$ cat src/rtl/apb_slave_mem_pkg.sv
// Shared types and constants for the apb_slave_mem completer.
package apb_slave_mem_pkg;

    localparam int unsigned APB_DATA_W = 32;

    typedef enum logic [1:0] {
        IDLE   = 2'd0,
        ACCESS = 2'd1,
        DONE   = 2'd2
    } apb_slv_state_t;

    typedef logic [1:0] apb_err_t;

    localparam apb_err_t ERR_NONE      = 2'd0;
    localparam apb_err_t ERR_RANGE     = 2'd1;
    localparam apb_err_t ERR_UNWRITTEN = 2'd2;

    // Classify a completing transfer; range errors take priority over unwritten reads.
    function automatic apb_err_t err_code(input logic in_range, input logic is_write,
                                          input logic written);
        if (!in_range) return ERR_RANGE;
        if (!is_write && !written) return ERR_UNWRITTEN;
        return ERR_NONE;
    endfunction

endpackage

$ cat src/rtl/apb_slave_mem_if.sv
// APB bus bundle between the upstream master and the apb_slave_mem completer.
interface apb_slave_mem_if
    import apb_slave_mem_pkg::*;
#(
    parameter int unsigned ADDR_W = 9
) ();

    logic                  PSEL;
    logic                  PENABLE;
    logic                  PWRITE;
    logic [ADDR_W-1:0]     PADDR;
    logic [APB_DATA_W-1:0] PWDATA;
    logic [APB_DATA_W-1:0] PRDATA;
    logic                  PREADY;
    logic                  PSLVERR;

    modport master (
        output PSEL, PENABLE, PWRITE, PADDR, PWDATA,
        input  PRDATA, PREADY, PSLVERR
    );

    modport slave (
        input  PSEL, PENABLE, PWRITE, PADDR, PWDATA,
        output PRDATA, PREADY, PSLVERR
    );

endinterface

$ cat src/rtl/apb_slave_mem_array.sv
// DEPTH x 32 storage with per-entry written flags: one write port, one async read port.
module apb_slave_mem_array
    import apb_slave_mem_pkg::*;
#(
    parameter int unsigned DEPTH = 64,
    parameter int unsigned IDX_W = 6
) (
    input  logic                  clk_i,
    input  logic                  rst_i,
    input  logic                  we_i,
    input  logic [IDX_W-1:0]      idx_i,
    input  logic [APB_DATA_W-1:0] wdata_i,
    output logic [APB_DATA_W-1:0] rdata_c_o,
    output logic                  written_c_o
);

    logic [APB_DATA_W-1:0] mem_q [DEPTH];
    logic [DEPTH-1:0]      written_q;

    // Contents are deliberately not reset; only the flags are.
    always_ff @(posedge clk_i) begin
        if (we_i) begin
            mem_q[idx_i] <= wdata_i;
        end
    end

    always_ff @(posedge clk_i) begin
        if (rst_i) begin
            written_q <= '0;
        end else if (we_i) begin
            written_q[idx_i] <= 1'b1;
        end
    end

    assign rdata_c_o   = mem_q[idx_i];
    assign written_c_o = written_q[idx_i];

endmodule

$ cat src/rtl/apb_slave_mem.sv
// APB completer with DEPTH x 32 register memory, range and unwritten-read errors.
// Optional wait states enabled by defining APB_SLV_WAIT_EN.
module apb_slave_mem
    import apb_slave_mem_pkg::*;
#(
    parameter int unsigned ADDR_W      = 9,
    parameter int unsigned DEPTH       = 64,
    parameter int unsigned WAIT_CYCLES = 2
) (
    input  logic            PCLK,
    input  logic            PRESET,
    apb_slave_mem_if.slave  bus
);

    localparam int unsigned IDX_W = (DEPTH > 1) ? $clog2(DEPTH) : 1;
    localparam int unsigned CNT_W = $clog2(WAIT_CYCLES + 2);
`ifdef APB_SLV_WAIT_EN
    localparam int unsigned WAIT_N = WAIT_CYCLES;
`else
    localparam int unsigned WAIT_N = 0;
`endif

    apb_slv_state_t        state_q, state_d;
    logic [CNT_W-1:0]      cnt_q, cnt_d;
    logic [ADDR_W-1:0]     addr_q, addr_d;
    logic                  write_q, write_d;
    logic [APB_DATA_W-1:0] wdata_q, wdata_d;
    logic [APB_DATA_W-1:0] prdata_q, prdata_d;
    logic                  pready_q, pready_d;
    logic                  pslverr_q, pslverr_d;

    logic [ADDR_W-1:0]     op_addr_c;
    logic                  op_write_c;
    logic [APB_DATA_W-1:0] op_wdata_c;
    logic                  op_en_c;
    logic                  in_range_c;
    apb_err_t              err_c;
    logic                  mem_we_c;
    logic [APB_DATA_W-1:0] mem_rdata_c;
    logic                  mem_written_c;

    // A zero-wait op completes on the setup edge, so the operand comes straight off the bus.
    assign op_addr_c  = (state_q == IDLE) ? bus.PADDR  : addr_q;
    assign op_write_c = (state_q == IDLE) ? bus.PWRITE : write_q;
    assign op_wdata_c = (state_q == IDLE) ? bus.PWDATA : wdata_q;
    assign in_range_c = op_addr_c < ADDR_W'(DEPTH);
    assign err_c      = err_code(in_range_c, op_write_c, mem_written_c);
    assign mem_we_c   = op_en_c && op_write_c && in_range_c && !PRESET;

    apb_slave_mem_array #(
        .DEPTH (DEPTH),
        .IDX_W (IDX_W)
    ) u_array (
        .clk_i       (PCLK),
        .rst_i       (PRESET),
        .we_i        (mem_we_c),
        .idx_i       (op_addr_c[IDX_W-1:0]),
        .wdata_i     (op_wdata_c),
        .rdata_c_o   (mem_rdata_c),
        .written_c_o (mem_written_c)
    );

    always_comb begin
        state_d   = state_q;
        cnt_d     = cnt_q;
        addr_d    = addr_q;
        write_d   = write_q;
        wdata_d   = wdata_q;
        prdata_d  = prdata_q;
        pready_d  = 1'b0;
        pslverr_d = pslverr_q;
        op_en_c   = 1'b0;

        unique case (state_q)
            IDLE: begin
                if (bus.PSEL && !bus.PENABLE) begin
                    addr_d  = bus.PADDR;
                    write_d = bus.PWRITE;
                    wdata_d = bus.PWDATA;
                    if (WAIT_N == 0) begin
                        op_en_c = 1'b1;
                        state_d = DONE;
                    end else begin
                        cnt_d   = CNT_W'(WAIT_N - 1);
                        state_d = ACCESS;
                    end
                end
            end
            ACCESS: begin
                if (!(bus.PSEL && bus.PENABLE)) begin
                    state_d = IDLE;
                end else if (cnt_q != '0) begin
                    cnt_d = cnt_q - CNT_W'(1);
                end else begin
                    op_en_c = 1'b1;
                    state_d = DONE;
                end
            end
            DONE: begin
                state_d = IDLE;
            end
            default: begin
                state_d = IDLE;
            end
        endcase

        if (op_en_c) begin
            pready_d  = 1'b1;
            pslverr_d = (err_c != ERR_NONE);
            prdata_d  = (!op_write_c && err_c == ERR_NONE) ? mem_rdata_c : '0;
        end
    end

    always_ff @(posedge PCLK) begin
        if (PRESET) begin
            state_q   <= IDLE;
            cnt_q     <= '0;
            addr_q    <= '0;
            write_q   <= 1'b0;
            wdata_q   <= '0;
            prdata_q  <= '0;
            pready_q  <= 1'b0;
            pslverr_q <= 1'b0;
        end else begin
            state_q   <= state_d;
            cnt_q     <= cnt_d;
            addr_q    <= addr_d;
            write_q   <= write_d;
            wdata_q   <= wdata_d;
            prdata_q  <= prdata_d;
            pready_q  <= pready_d;
            pslverr_q <= pslverr_d;
        end
    end

    assign bus.PRDATA  = prdata_q;
    assign bus.PREADY  = pready_q;
    assign bus.PSLVERR = pslverr_q;

endmodule

$ cat src/flat_wrapper.sv
// flat-port wrapper written by rule: the top's interface ports become plain ports
module apb_slave_mem_flat import apb_slave_mem_pkg::*;
#(
    parameter int unsigned ADDR_W      = 9,
    parameter int unsigned DEPTH       = 64,
    parameter int unsigned WAIT_CYCLES = 2
)
  (PCLK, PRESET, bus_PSEL, bus_PENABLE, bus_PWRITE, bus_PADDR, bus_PWDATA, bus_PRDATA, bus_PREADY, bus_PSLVERR);
  apb_slave_mem_if #(.ADDR_W(ADDR_W)) bus_i ();
  input  logic PCLK;
  input  logic PRESET;
  input wire logic [$bits(bus_i.PSEL)-1:0] bus_PSEL;
  input wire logic [$bits(bus_i.PENABLE)-1:0] bus_PENABLE;
  input wire logic [$bits(bus_i.PWRITE)-1:0] bus_PWRITE;
  input wire logic [$bits(bus_i.PADDR)-1:0] bus_PADDR;
  input wire logic [$bits(bus_i.PWDATA)-1:0] bus_PWDATA;
  output wire logic [$bits(bus_i.PRDATA)-1:0] bus_PRDATA;
  output wire logic [$bits(bus_i.PREADY)-1:0] bus_PREADY;
  output wire logic [$bits(bus_i.PSLVERR)-1:0] bus_PSLVERR;
  assign bus_i.PSEL = bus_PSEL;
  assign bus_i.PENABLE = bus_PENABLE;
  assign bus_i.PWRITE = bus_PWRITE;
  assign bus_i.PADDR = bus_PADDR;
  assign bus_i.PWDATA = bus_PWDATA;
  assign bus_PRDATA = bus_i.PRDATA;
  assign bus_PREADY = bus_i.PREADY;
  assign bus_PSLVERR = bus_i.PSLVERR;
  apb_slave_mem #(.ADDR_W(ADDR_W), .DEPTH(DEPTH), .WAIT_CYCLES(WAIT_CYCLES)) u_core (.PCLK(PCLK), .PRESET(PRESET), .bus(bus_i));
endmodule
$ cat config.mk
export PLATFORM = sky130hd
export DESIGN_NAME = apb_slave_mem_flat
export DESIGN_NICKNAME = d
export VERILOG_FILES = /design/src/rtl/apb_slave_mem_pkg.sv /design/src/rtl/apb_slave_mem_if.sv /design/src/rtl/apb_slave_mem_array.sv /design/src/rtl/apb_slave_mem.sv /design/src/flat_wrapper.sv
export SDC_FILE = /design/constraint.sdc
export NUM_CORES = 2
export LEC_CHECK = 0
export ABC_AREA = 1
export CORE_ASPECT_RATIO = 0.8
export CORE_MARGIN = 4
export CORE_UTILIZATION = 31
export CTS_BUF_LIST = sky130_fd_sc_hd__clkbuf_8
export CTS_CLUSTER_SIZE = 40
export DETAILED_ROUTE_END_ITERATION = 7
export PLACE_DENSITY_LB_ADDON = 0.08
export SYNTH_ARGS = -nofsm -noshare
export SYNTH_HDL_FRONTEND = slang
export SYNTH_SLANG_ARGS = --single-unit
$ cat constraint.sdc
create_clock -name PCLK -period 4.4 [get_ports PCLK]
set_clock_uncertainty 0.05 [all_clocks]
set_input_delay 0.88 -clock PCLK [delete_from_list [all_inputs] [get_ports PCLK]]
set_output_delay 0.88 -clock PCLK [all_outputs]
set_load 0.05 [all_outputs]
* Word level (Yosys, flattened, before mapping)
Memories as Yosys holds them, arrays and structs flattened.
Cells that the tools add are included.
** Word-level totals
- Flip-flop bits (word level) :: 144
- Memory bits (writable) :: 2048
- Bits of input ports :: 46
- Output and inout port bits :: 34
- Logic and storage cells :: 62
- Memories :: 1
** Operators by class
- $add $sub $neg :: 1
- Order comparisons :: 3
- Equality and inequality tests :: 3
- Multiplexer cells :: 25
- Bitwise gates (word level) :: 1
- Reduce and logical (&&, ||, !) cells :: 19
** Memories
- u_core.u_array.mem_q :: words 64, bits a word 32, rd ports 1, clocked after Yosys merged registers in 0, write ports 1, line apb_slave_mem_array.sv:17 : logic [APB_DATA_W-1:0] mem_q [DEPTH];
** Operators by type and width (count)
- 2-to-1 mux 32 bit :: 2
- OR 64 bit :: 1
- 2-to-1 mux 2 bit :: 7
- 2-to-1 mux 1 bit :: 11
- less-than comparator 9 x 7 -> 1 bit (second input constant) :: 1
- 2-to-1 mux 9 bit :: 1
- logical AND 1 bit :: 8
- less-than comparator 6 x 7 -> 1 bit (second input constant) :: 1
- binary-select mux 1 bit (select 6 bit) :: 1
- demux 1 bit (select 6 bit) :: 1
- >= comparator 6 x 1 -> 1 bit (second input constant) :: 1
- zero test 1 bit :: 4
- zero test 2 bit :: 2
- one-hot mux 2 bit (2 select lines) :: 1
- AND reduction 2 bit :: 2
- nonzero test 2 bit :: 2
- inequality test 3 bit (second input constant) :: 1
- AND reduction 3 bit :: 1
- equality test 2 x 1 -> 1 bit (second input constant) :: 1
- inequality test 2 bit (second input constant) :: 1
- one-hot mux 1 bit (2 select lines) :: 1
- subtractor 2 x 1 -> 2 bit (second input constant) :: 1

* Logic depth before layout (Yosys ltp)
- Word-level depth :: 13
- Mapped depth :: 22
- Depth with buffers taken out :: 17

* Modules after synthesis
A second synthesis with hierarchy kept.
** Unflattened totals
- Cell total of the unflattened synthesis :: 9315
- Area total of the unflattened synthesis :: 92050.8 µm²
** By module, submodules not included
- apb_slave_mem_array :: times used 1, cells each 8810, area an instance 88447.3 µm², sequential area each 62780.2 µm²
- apb_slave_mem :: times used 1, cells each 505, area an instance 3603.5 µm², sequential area each 1541.5 µm²

* Worst setup path before layout
OpenSTA, ideal clock, no wires.
- Path type :: register -> register
- Start :: register u_core.state_q[1]
- End :: memory u_core.u_array.mem_q[0][10] (data pin)
- Setup time :: 702 ps
- Data arrival time :: 3477 ps
- Data required time :: 3648 ps
- Slack :: 171 ps
- Cell stages (with the launch flop) :: 6
- Path buffers :: 4
- Period minus slack after synthesis :: 4229 ps
- Cell sequence :: dfxtp_1 -> buf_6 -> buf_6 -> clkbuf_1 -> clkbuf_1 -> o21ai_0
** Between the ends
- Word-level cells in the longest chain between the ends :: 2
** Ends and longest elaborated chain
- start, declared :: line apb_slave_mem.sv:23 : apb_slv_state_t state_q, state_d;
- start signal, assigned :: line apb_slave_mem.sv:125 : state_q <= state_d;
- zero test 2 bit :: line apb_slave_mem.sv:45 : assign op_wdata_c = (state_q == IDLE) ? bus.PWDATA : wdata_q;
- 2-to-1 mux 32 bit :: line apb_slave_mem.sv:45
- net u_core.op_wdata_c[10] :: line apb_slave_mem.sv:34 : logic [APB_DATA_W-1:0] op_wdata_c;
- end, declared :: line apb_slave_mem_array.sv:17
The timed path passes the listed nets, and every way through them passes these cells.

* Final worst setup path
- Start :: register u_core.state_q[1]
- End :: register u_core.prdata_q[14], in the netlist u_core.bus.PRDATA[14]
** Between the ends
- Word-level cells in the longest chain between the ends :: 13
- Elaborated cells between the ends (all ways) :: 20
- Classes of those cells :: order compare (1); eq/ne (1); mux (11); reduce/logical (6); memory (1)
** Ends and longest elaborated chain
- zero test 2 bit :: line apb_slave_mem.sv:43, apb_slave_mem.sv:44, apb_slave_mem.sv:74
- 2-to-1 mux 9 bit :: line apb_slave_mem.sv:43 : assign op_addr_c = (state_q == IDLE) ? bus.PADDR : addr_q;
- binary-select mux 1 bit (select 6 bit) :: line apb_slave_mem_array.sv:36 : assign written_c_o = written_q[idx_i];
- 2-to-1 mux 1 bit (implied by the code) :: line apb_slave_mem_array.sv:36
- zero test 1 bit :: line apb_slave_mem_pkg.sv:22 : if (!is_write && !written) return ERR_UNWRITTEN;
- logical AND 1 bit :: line apb_slave_mem_pkg.sv:22
- 2-to-1 mux 1 bit (2 in series) :: line apb_slave_mem_pkg.sv:22
- 2-to-1 mux 2 bit :: line apb_slave_mem_pkg.sv:23 : return ERR_NONE;
- 2-to-1 mux 2 bit :: line apb_slave_mem_pkg.sv:22
- zero test 2 bit :: line apb_slave_mem.sv:110 : prdata_d = (!op_write_c && err_c == ERR_NONE) ? mem_rdata_c : '0;
- logical AND 1 bit :: line apb_slave_mem.sv:110
- 2-to-1 mux 32 bit :: line apb_slave_mem.sv:110
- end signal, assigned :: line apb_slave_mem.sv:130 : prdata_q <= prdata_d;
- end, declared :: line apb_slave_mem.sv:28 : logic [APB_DATA_W-1:0] prdata_q, prdata_d;
Parallel ways exist; a longest one is shown, timed or not. The select of a mux whose other input is x is not followed.
A chain may end at the register's enable or synchronous reset.

==> reports/metrics.yaml <==
ys_seq_area_frac: 0.706
area_growth_pct: 18.3
rr_startpoint: "u_core.state_q[1]"
final_util: 0.369
synthTopCellsByCount: "nand2_1, edfxtp_1, nor2_1"
r2r-end: "u_core.bus.PRDATA[14]"
synth_ff_type: "edfxtp_1"
clock-sinks: 2189
p_per_area_nw_per_um2: 411
grt.total_usage: 0.217
nNetsFinal: 9185
num_vias: 64400
worstHoldStart: "PRESET"
synth_largest_area_cell: "edfxtp_1"
nFillCells: 28900
port_buffers: 79
ir_worst_vdd_uv: 304
cap_violations: 0
initial_core_util: 0.312
synth_top_cells_by_area: "edfxtp_1, nand2_1, nor2_1"
rsz0062_at_grt: "false"
required_ns: 5.26
row_count: 177
wire_per_inst_um: 25.3
slew-limit-headroom: 0.0977
synth_warnings: 0
holdPathStages: 2
p_leak_nw: 41.4
crit_path_max_incr_delay_ns: 0.69
insertion_delay_ns: 1.00
ys_seq_elements: 2189
coreArea_um2: 292000
stdcell_count: 13300
postRouteAntennaNets: 0
tritoncts: "built"
critPathLaunchType: "flip-flop"
grt-ovfl-total: 0
grt_max_degree: 98
cp_slowest_cell: "nor2_1"
place_area_um2: 101000
final_cell_area_um2: 108000
hp-class: "in -> reg"
pin_count: 80
async_reset_ff_frac: 0
cts-resized-gates: 0
antenna_found_initial: 28
r2r_setup_slack_ns: 0.50
dp_hpwl_um: 198000
status: "complete, no violations"
fp.dieArea_um2: 303000
tightest_slew_ns: 1.35
crit_top_cell: "nor2_1"
fin_crit_sh: 0.887
synthesis.nets: 8722
hold_buffers: 0
grt_pass1_vias: 62900
postCtsSetupRepairBufs: 0
hold_viol_final: 0
drc: 0
htreeDepth: 5
yosysMostFrequentCell: "nand2_1"
gp_congestion: 0.819
numCtsBuffers: 378
finalCriticalPeriod_ns: 3.90
finalPower_mw: 44.2
cts_buffer_depth: 4
path_clk_slew_ns: 0.06
drtIter0Drc: 6166
hold_slack_ns: 0.239
dp.cells: 12600
path_max_fanout: 48
syn_area_per_cell_um2: 10.5
mappedNetlistArea_um2: 91100
crit_start: "u_core.state_q[1]"
cp_cell_sequence: "nand2_2, nand2_8, buf_12, buf_4, buf_4, nor2_1, o21ai_0, nand2_1, nand2_1, a21oi_1, nor2_1, nand3_1, nor2_1, nor2_1, nor2_1"
wirelength_um: 337000
vias_per_cell: 4.85
arrival_ns: 4.77
drive_gt1_frac: 0.112
syn-instance-count: 8676
min_to: "u_core.state_q[1]"
reg2reg_depth: 15
firstDrtPassIters: 5
synth_edf_count: 2048
die_height_um: 493
synth_cell_type_count: 31
setup_violations: 0
max_freq_ghz: 0.256
cts_root_buffer: "clkbuf_8"
grt_pass1_wl_um: 475000
slew_viol_final: 0
end_kind: "flip-flop"
die_x_um: 614
criticalPathCategory: "reg -> reg"
synth_top_cell_area_share: 0.675
cell usage in the layout, fill, tap and decap left out, types with 10 or more instances in the layout:
| cell type | n |
|---|---|
| a21oi_1 | 102 |
| buf_12 | 162 |
| buf_4 | 316 |
| clkbuf_8 | 389 |
| clkdlybuf4s50_1 | 78 |
| clkinv_1 | 70 |
| clkinv_2 | 29 |
| dfxtp_1 | 140 |
| diode_2 | 12 |
| edfxtp_1 | 2048 |
| inv_1 | 597 |
| inv_2 | 13 |
| nand2_1 | 2367 |
| nand3_1 | 138 |
| nand3b_1 | 80 |
| nand4_1 | 10 |
| nor2_1 | 1875 |
| nor2_4 | 64 |
| o21ai_0 | 620 |
| o21ai_1 | 251 |
| o21ai_4 | 33 |
worst max-delay path by stage:
stage | end | cells past startpoint
2_1_floorplan | u_core.u_array.mem_q[0][10] | 5
3_3_place_gp | u_core.bus.PRDATA[15] | 18
3_5_place_dp | u_core.bus.PRDATA[14] | 17
4_1_cts | u_core.bus.PRDATA[14] | 15
5_1_grt | u_core.bus.PRDATA[19] | 16
6_report | u_core.bus.PRDATA[14] | 15
cell type report:
cell class,instances,area (um2),area share
flip-flops and latches,2189,64300,0.597
multi-input cells,5567,23700,0.220
repair buffers,556,6400,0.0594
clock buffers,389,5350,0.0497
well taps,3848,4810,0.0447
inverters,447,1680,0.0156
clock inverters,285,1360,0.0126
diodes,12,30.0,0.000279
through the flow:
step                setup slack [ns]  TNS, ns
floorplan                      0.171        0
global placement              -0.290    -1.20
detailed placement            -0.184   -0.792
CTS                            0.532        0
global route                   0.169        0
finish                         0.498        0
power by group:
group          internal, mW  switching [mW]  leakage, nW
logic                  1.08            3.09         17.7
clock network          8.53            8.60         4.04
registers              22.9          0.0202         19.6
cells by family after synthesis:
kind of cell,count (synthesis),share of synthesized area
compound gates,1010,0.0559
buf+inv,920,0.0434
flops,2189,0.706
simple gates,4557,0.194
flip-flops by register name, summed over array words and instances (netlist names):
register and count:
u_core.u_array.written_q 64, u_core.bus.PRDATA 32, u_core.addr_q 9, u_core.write_q 1, u_core.u_array.mem_q 2048, u_core.state_q 1, u_core.wdata_q 32, u_core.bus.PSLVERR 1
u_core.bus.PREADY 1
metal layers:
layer  track usage  up-vias  part of all wire
met5             0        -          0.000039
met4        0.0617        2             0.028
met3        0.0297      464             0.057
met2         0.338     1987              0.45
met1         0.317    32200              0.47
li1              -    29800                 -
critical path: cells and delay by family, from the launching register on:
family | cells | cell delay, ns
DFF | 1 | 0.54
buffers and inverters | 3 | 1.05
AOI/OAI and AO/OA | 2 | 0.21
and+or+nand+nor | 10 | 1.80
No activity file was read; power rests on OpenSTA's default activity.
